--- src/rtl/console_pkg.sv ---
// console_pkg: shared FSM states, register indexes and status bit positions for the console UART.
package console_pkg;
  typedef enum logic [2:0] {ST_IDLE, ST_START, ST_DATA, ST_PARITY, ST_STOP} tx_state_e;
  localparam logic [6:0] CONSOLE_REG_DATA = 7'd0;
  localparam logic [6:0] CONSOLE_REG_STATUS = 7'd1;
  localparam int STAT_FULL = 0;
  localparam int STAT_EMPTY = 1;
  localparam int STAT_BUSY = 2;
  localparam int STAT_OVF = 3;
  localparam int STAT_CNT_LSB = 8;
  localparam int STAT_CNT_MSB = 11;
endpackage

--- src/rtl/console_fifo.sv ---
// console_fifo: synchronous 8-bit FIFO; a push while full is taken only when a pop frees a slot that cycle.
module console_fifo #(
  parameter int DEPTH = 8
) (
  input  logic clk,
  input  logic reset,
  input  logic push_i,
  input  logic pop_i,
  input  logic [7:0] wdata_i,
  output logic [7:0] rdata_o,
  output logic full_o,
  output logic empty_o,
  output logic [$clog2(DEPTH):0] count_o
);
  localparam int AW = $clog2(DEPTH);
  logic [7:0] mem_q [DEPTH];
  logic [AW-1:0] wr_ptr_q, rd_ptr_q;
  logic [AW:0] count_q;
  logic do_push, do_pop;
  assign full_o = count_q == (AW+1)'(DEPTH);
  assign empty_o = count_q == '0;
  assign count_o = count_q;
  assign rdata_o = mem_q[rd_ptr_q];
  assign do_pop = pop_i && !empty_o;
  assign do_push = push_i && (!full_o || do_pop);
  always_ff @(posedge clk) begin
    if (reset) begin
      wr_ptr_q <= '0;
      rd_ptr_q <= '0;
      count_q <= '0;
    end else begin
      wr_ptr_q <= wr_ptr_q + AW'(do_push);
      rd_ptr_q <= rd_ptr_q + AW'(do_pop);
      count_q <= count_q + (AW+1)'(do_push) - (AW+1)'(do_pop);
    end
  end
  always_ff @(posedge clk) if (do_push) mem_q[wr_ptr_q] <= wdata_i;
endmodule

--- src/rtl/console_uart_ctrl.sv ---
// console_uart_ctrl: register-mapped console TX (data/status regs, FIFO, 8N1 serializer).
// Define CONSOLE_TX_PARITY_EN to insert an even-parity bit between data and stop.
module console_uart_ctrl
  import console_pkg::*;
#(
  parameter int CLKS_PER_BIT = 16,
  parameter int FIFO_DEPTH = 8
) (
  input  logic clk,
  input  logic reset,
  input  logic [6:0] register_index,
  input  logic register_read,
  input  logic register_write,
  input  logic [15:0] register_write_value,
  output logic [15:0] register_read_value,
  output logic uart_tx
);
  localparam int BW = $clog2(CLKS_PER_BIT);
  localparam int CW = $clog2(FIFO_DEPTH) + 1;
  tx_state_e state_q, state_d;
  logic [BW-1:0] baud_q, baud_d;
  logic [2:0] bit_q, bit_d;
  logic [7:0] data_q, data_d, fifo_rdata;
  logic ovf_q, ovf_d;
  logic wr_data, wr_stat, pop, full, empty, baud_done;
  logic [CW-1:0] count;
  logic [15:0] status;
  logic unused_wdata;
  assign unused_wdata = ^register_write_value[15:8];
  assign wr_data = register_write && register_index == CONSOLE_REG_DATA;
  assign wr_stat = register_write && register_index == CONSOLE_REG_STATUS;
  assign pop = state_q == ST_IDLE && !empty;
  assign baud_done = baud_q == BW'(CLKS_PER_BIT - 1);
  console_fifo #(.DEPTH(FIFO_DEPTH)) u_fifo (
    .clk(clk), .reset(reset), .push_i(wr_data), .pop_i(pop), .wdata_i(register_write_value[7:0]),
    .rdata_o(fifo_rdata), .full_o(full), .empty_o(empty), .count_o(count)
  );
  always_comb begin
    state_d = state_q;
    baud_d = baud_q + 1'b1;
    bit_d = bit_q;
    data_d = data_q;
    case (state_q)
      ST_IDLE: begin
        baud_d = '0;
        bit_d = '0;
        if (pop) begin
          data_d = fifo_rdata;
          state_d = ST_START;
        end
      end
      ST_START: if (baud_done) begin
        baud_d = '0;
        state_d = ST_DATA;
      end
      ST_DATA: if (baud_done) begin
        baud_d = '0;
        bit_d = bit_q + 3'd1;
`ifdef CONSOLE_TX_PARITY_EN
        if (bit_q == 3'd7) state_d = ST_PARITY;
`else
        if (bit_q == 3'd7) state_d = ST_STOP;
`endif
      end
`ifdef CONSOLE_TX_PARITY_EN
      ST_PARITY: if (baud_done) begin
        baud_d = '0;
        state_d = ST_STOP;
      end
`endif
      ST_STOP: if (baud_done) begin
        baud_d = '0;
        state_d = ST_IDLE;
      end
      default: state_d = ST_IDLE;
    endcase
  end
  // Set wins over a same-cycle software clear.
  assign ovf_d = (wr_data && full && !pop) ? 1'b1 : (wr_stat && register_write_value[STAT_OVF]) ? 1'b0 : ovf_q;
  always_ff @(posedge clk) begin
    if (reset) begin
      state_q <= ST_IDLE;
      baud_q <= '0;
      bit_q <= '0;
      data_q <= '0;
      ovf_q <= 1'b0;
    end else begin
      state_q <= state_d;
      baud_q <= baud_d;
      bit_q <= bit_d;
      data_q <= data_d;
      ovf_q <= ovf_d;
    end
  end
  always_comb begin
    status = '0;
    status[STAT_FULL] = full;
    status[STAT_EMPTY] = empty;
    status[STAT_BUSY] = state_q != ST_IDLE;
    status[STAT_OVF] = ovf_q;
    status[STAT_CNT_MSB:STAT_CNT_LSB] = 4'(count);
  end
  assign register_read_value = (register_read && register_index == CONSOLE_REG_STATUS) ? status : 16'h0000;
  assign uart_tx = state_q == ST_START ? 1'b0 :
                   state_q == ST_DATA ? data_q[bit_q] :
`ifdef CONSOLE_TX_PARITY_EN
                   state_q == ST_PARITY ? ^data_q :
`endif
                   1'b1;
endmodule

--- config.mk ---
export PLATFORM = sky130hd
export DESIGN_NAME = console_uart_ctrl
export DESIGN_NICKNAME = d
export VERILOG_FILES = /design/src/rtl/console_pkg.sv /design/src/rtl/console_fifo.sv /design/src/rtl/console_uart_ctrl.sv
export SDC_FILE = /design/constraint.sdc
export NUM_CORES = 1
export LEC_CHECK = 0
export ABC_CLOCK_PERIOD_IN_PS = 3400
export CAP_MARGIN = 10
export CORE_AREA = 2 2 112 114
export CTS_BUF_LIST = sky130_fd_sc_hd__clkbuf_4 sky130_fd_sc_hd__clkbuf_8
export CTS_CLUSTER_DIAMETER = 200
export DETAILED_ROUTE_END_ITERATION = 10
export DIE_AREA = 0 0 114 116
export PLACE_DENSITY = 0.64
export SLEW_MARGIN = 20
export SYNTH_ARGS = -nofsm -noshare
export SYNTH_HDL_FRONTEND = slang
export SYNTH_HIERARCHICAL = 1
export SYNTH_SLANG_ARGS = --single-unit
--- constraint.sdc ---
create_clock -name clk -period 3.4 [get_ports clk]
set_input_delay 0.68 -clock clk [delete_from_list [all_inputs] [get_ports clk]]
set_output_delay 0.68 -clock clk [all_outputs]
set_load 0.02 [all_outputs]
[Yosys cells after proc, flatten, opt, wreduce, memory -nomap -nowiden]
Memories as Yosys holds them, arrays and structs flattened. A register that Yosys moved wholly into a read port is not among the register bits.
Cells that the tools add are included.
Word-level totals
  bits in registers: 21
  RAM bits: 64
  output and inout port bits: 17
  memories: 1
Memory list
  u_fifo.mem_q: depth 8, bits a word 8, read ports 1, clocked after memory_dff 1, write ports 1, line console_fifo.sv:16  | logic [7:0] mem_q [DEPTH];
Operators by class
  add/subtract/negate cells: 6
  magnitude comparators: 1
  equal/unequal tests: 12
  muxes and demuxes: 19
  reductions and logical operators: 23
Operators by type and width (number)
  $mux W3: 6
  $mux W12: 1
  $pmux W3 S4: 1
  $ne A2 B2 Y1 const B: 5
  $logic_and A1 B1 Y1: 9
  $eq A4 B4 Y1 const B: 2
  $pmux W4 S2: 1
  $eq A7 B1 Y1 const B: 1
  $logic_not A7 Y1: 1
  $mux W1: 7
  $add A3 B1 Y3: 2
  $eq A3 B3 Y1 const B: 2
  $pmux W3 S2: 1
  $reduce_and A5 Y1: 1
  $add A4 B1 Y4: 1
  $add A4 B1 Y4 const B: 1
  $logic_not A4 Y1: 1
  $lt A3 B4 Y1 const B: 1
  $mux W4: 1
  $reduce_and A2 Y1: 2
  $reduce_bool A2 Y1: 2
  $sub A4 B1 Y4: 1
  $add A3 B1 Y3 const B: 1
  $bmux W1 S3: 1
  other kinds (7): 9

[Longest topological paths before layout]
  depth after elaboration: 8
  depth in mapped cells: 12
  mapped depth without buffers: 11

[Hierarchy]
The synthesis kept the hierarchy.
Modules (own cells, without submodules)
  console_fifo: times used 1, cells an instance 157, area each 3071.7 um^2, sequential area each 2122.0 um^2
  console_uart_ctrl: times used 1, cells an instance 125, area each 1078.5 um^2, sequential area each 380.4 um^2

[Worst setup path after synthesis]
Ideal clock, no wire load.
  kind: input -> register
  from: input register_index[4]
  to: memory u_fifo.mem_q[2][0], enable pin
  library setup time: 398 ps
  arrival: 2694 ps
  path slack: 308 ps
  stages: 4
  path buffers: 0
  cells stage by stage: or4_4 nor4_4 o21ai_2 nor4b_1
On the way
  longest elaborated chain between the ends: 5
Ends and longest elaborated chain
  start: declaration: line console_uart_ctrl.sv:11  | input logic [6:0] register_index,
  $logic_not A7 Y1: line console_uart_ctrl.sv:30  | assign wr_data = register_write && register_index == CONSOLE_REG_DATA;
  $logic_and A1 B1 Y1: line console_uart_ctrl.sv:30
  named net wr_data: line console_uart_ctrl.sv:25  | logic wr_data, wr_stat, pop, full, empty, baud_done;
  $logic_and A1 B1 Y1: line console_fifo.sv:25  | assign do_push = push_i && (!full_o || do_pop);
  $mux W1: line console_fifo.sv:37  | always_ff @(posedge clk) if (do_push) mem_q[wr_ptr_q] <= wdata_i;
  $mux W1 (not written as such): line console_fifo.sv:37
  end: declaration: line console_fifo.sv:16
The timed path passes the listed nets, and every way through them passes these cells.

[Worst setup path after layout]
  from: input register_index[4]
  to: output register_read_value[11]
On the way
  longest elaborated chain between the ends: 3
Ends and longest elaborated chain
  $eq A7 B1 Y1: line console_uart_ctrl.sv:103  | assign register_read_value = (register_read && register_index == CONSOLE_REG_STATUS) ? status : 16'h0000;
  $logic_and A1 B1 Y1: line console_uart_ctrl.sv:103
  $mux W12: line console_uart_ctrl.sv:103
  end: declaration: line console_uart_ctrl.sv:15  | output logic [15:0] register_read_value,
Every way passes these cells.

==> impl_results.md <==
* Result of the run: finished clean
* Detailed Routing Iterations Pass 1 at 4
* Area growth syn-to-layout at 17.3%
* CP required at between 2000 and 3000 ps
* Post-CTS Setup Inserts at 0
* Number of I/O pins at between 40 and 50
* Width of the die at roughly 110 um
* Critical path startpoint category: input pin
* Antenna violations before repair at 0
* All-Layer GR Usage at 11.9%
* Count of flip-flops with a built-in enable after synthesis at 64
* Register area share after synthesis at 60.3%
* Setup skew after layout at 10.0 ps
* Detailed-route via count at 2295
* Worst ir drop on vdd at ~0.28 mV
* Wire length per cell at 15.4 um
* CTS Buf Count at 9
* Summed instance area of the synthesized netlist at 0.00415 sq mm
* Synth warnings at 6
* #FFs+latches synth at between 90 and 100
* Worst max-slew margin expressed relative to the limit at ~47%
* Number of endpoints with negative hold slack in the final report at 0
* Data arrival at the endpoint of the critical path at 2450 ps
* Power density normalized to cell area at roughly 560 mW/mm^2
* Unrepaired setup endpoints after global routing: false
* Remaining global-route overflow at 0
* CTS tree: built
* Core footprint at ~0.012 sq mm
* Initial standard-cell utilization of the core at a little over a third
* CTS clk-pin slew, worst paths at 80 ps
* Ratio of routed vias to standard cells at 4.85
* Bufs on Longest Clock Path at 2
* Hold WS at approximately 460 ps
* Period utilisation layout at 92.1%
* Kind of end point of the critical path: output pin
* Final ANT Viol Nets at 0
* Synthesized netlist cell count at between 200 and 300
* Upper clock frequency limit at between 300 and 400 MHz
* Area used by multi-input combinational logic at approximately 0.0015 sq mm
* Nets at between 300 and 400
* Placer congestion estimate at ~0.80
* Fillers at 1093
* Hold buffer count at CTS at 0
* Prevailing post-synth register cell: edfxtp_1
* Netlist cell types at 47
* Clock insertion delay at the later pin of the skew report at about 360 ps
* Pin count of the biggest net entering global routing at 18
* H-Tree Level Count at 3
* Number of remaining DRC errors at 0
* Number of port buffers at 27
* Maximum fanout along the worst path at 8
* Wirelength, routed at 7270 um
* Number of sinks handled by clock tree synthesis at just over 90
* Root Buffer: clkbuf_8
* Number of global-route vias before repair at about 2.3k
* Number of rows in the core area at 40
* Final max-slew violation count at 0
* Syn Area/Cell at between 10 and 15 sq um
* Crit Path Class: input pin to output pin
* Sum of negative setup slack at 0 ps
* Worst Tran Pin Value at slightly below 800 ps
* Combined flip-flop and latch cell area at between 0.002 and 0.003 sq mm
* Number of antenna diodes at 0
* Fraction of layout instances using a drive strength above 1 at between 10% and 20%
* Final min period at 3130 ps
* Wire length of the first global-routing pass at 11800 um
* Violation count after the first detailed-route iteration at approximately 200
* Tightest Hold Check Type: flip-flop to flip-flop
* Leakage power at approximately 1.8 nW
* DP HPWL at ~5000 um
* Y dimension of the die at ~120 um
* Fraction of registers with async set/reset at 0%
* Max Cap Violations at 0
* Full die area at 0.0132 sq mm
* Setup-failing EPs final at 0
==> worst max-delay path: stages <==
cell             delay (ps)
clkdlybuf4s50_1         400
or4_4                   540
nor3_2                  180
nand3_2                 190
nor2_1                  130
dlygate4sd2_1           340
==> metal layers <==
layer	GRT usage [%]	part of all wire (%)	wire [um]
met1	14.7	45	3270
met5	0	0	0
met4	4.15	1.4	104
met2	20.1	49	3590
met3	3.35	4.2	305
==> cell type report <==
type                    count  share of cell area [%]
repair buffers             44                    7.97
flip-flops and latches     93                    51.4
well taps                 147                    3.78
clock buffers               9                    2.54
clock inverters             6                    2.44
inverters                  14                    1.08
multi-input cells         160                    30.8
==> cell families (layout without fill, tap and decap cells) <==
logic type                 Yosys count  count (layout)  share of synthesized area (%)
buffers and inverters               36              73                           4.70
adders and majority gates           14              14                           4.34
AOI/OAI and AO/OA                   18              18                           2.59
and+or+nand+nor                     78              78                           10.9
DFF                                 93              93                           60.3
other                                1               8                         0.0904
xor gates and xnor gates             5               5                           1.06
muxes                               37              37                           16.0
==> Yosys cell counts (5+ instances only) <==
| cell type | n | area [sq um] |
|---|---|---|
| buf_4 | 9 | 67.6 |
| a21oi_1 | 9 | 45.0 |
| clkbuf_1 | 8 | 30.0 |
| mux2_2 | 9 | 101 |
| mux2i_1 | 10 | 100 |
| inv_1 | 13 | 48.8 |
| mux4_1 | 15 | 394 |
| nor3_1 | 5 | 25.0 |
| dfxtp_1 | 29 | 581 |
| nor2b_1 | 7 | 43.8 |
| ha_1 | 12 | 150 |
| edfxtp_1 | 64 | 1920 |
| nor2_1 | 28 | 105 |
==> stage by stage <==
stage / utilization (%) / worst slack, ps / cells / area (sq um) / power (mW)
detailed placement: 38.9 / -33.8 / 458 / 4630 / 1.88
global placement: 38.9 / -8.02 / 458 / 4630 / 1.87
floorplan: - / 308 / 289 / 4180 / 1.77
CTS: 40.9 / 238 / 473 / 4870 / 2.77
global route: 40.9 / 128 / 473 / 4870 / 2.89
finish: 40.9 / 268 / 473 / 4870 / 2.74
==> flip-flops by register name (all words and copies together), names as in the netlist <==
register,cells
u_fifo/mem_q,64
data_q,8
baud_q,4
u_fifo/count_o,4
bit_q,3
state_q,3
u_fifo/rd_ptr_q,3
u_fifo/wr_ptr_q,3
ovf_q,1
==> report_power, final <==
group          total [mW]  internal, mW  switching [mW]
combinational       0.522         0.274           0.248
sequential           1.33          1.27          0.0581
clock               0.886         0.493           0.393
total                2.74          2.04           0.699
==> final timing paths <==
path / start / cells after the start / to / slack [ps]
hold / removal: ovf_q$_SDFFE_PP0P_ / 2 / ovf_q$_SDFFE_PP0P_ / 460
hold reg to reg: ovf_q$_SDFFE_PP0P_ / 2 / ovf_q$_SDFFE_PP0P_ / 460
setup / recovery: register_index[4] / 6 / register_read_value[11] / 270
setup reg to reg: u_fifo/count_o[2]$_SDFF_PP0_ / 10 / u_fifo/wr_ptr_q[1]$_SDFF_PP0_ / 1030
==> what timing repair did <==
action	in CTS	in global routing
setup endpoints to repair	8	0
hold endpoints to repair	0	0
gates resized for setup	8	0
==> cells in the final DEF, fill, tap and decap left out, types with 8 or more instances in the layout <==
cell / count
edfxtp_1: 64
dfxtp_1: 29
nor2_1: 28
clkdlybuf4s50_1: 19
buf_4: 17
mux4_1: 15
inv_1: 13
ha_1: 12
mux2i_1: 10
a21oi_1: 9
mux2_2: 9
clkbuf_8: 9
conb_1: 8
dlygate4sd2_1: 8
Power figures use the tool's default switching activity.
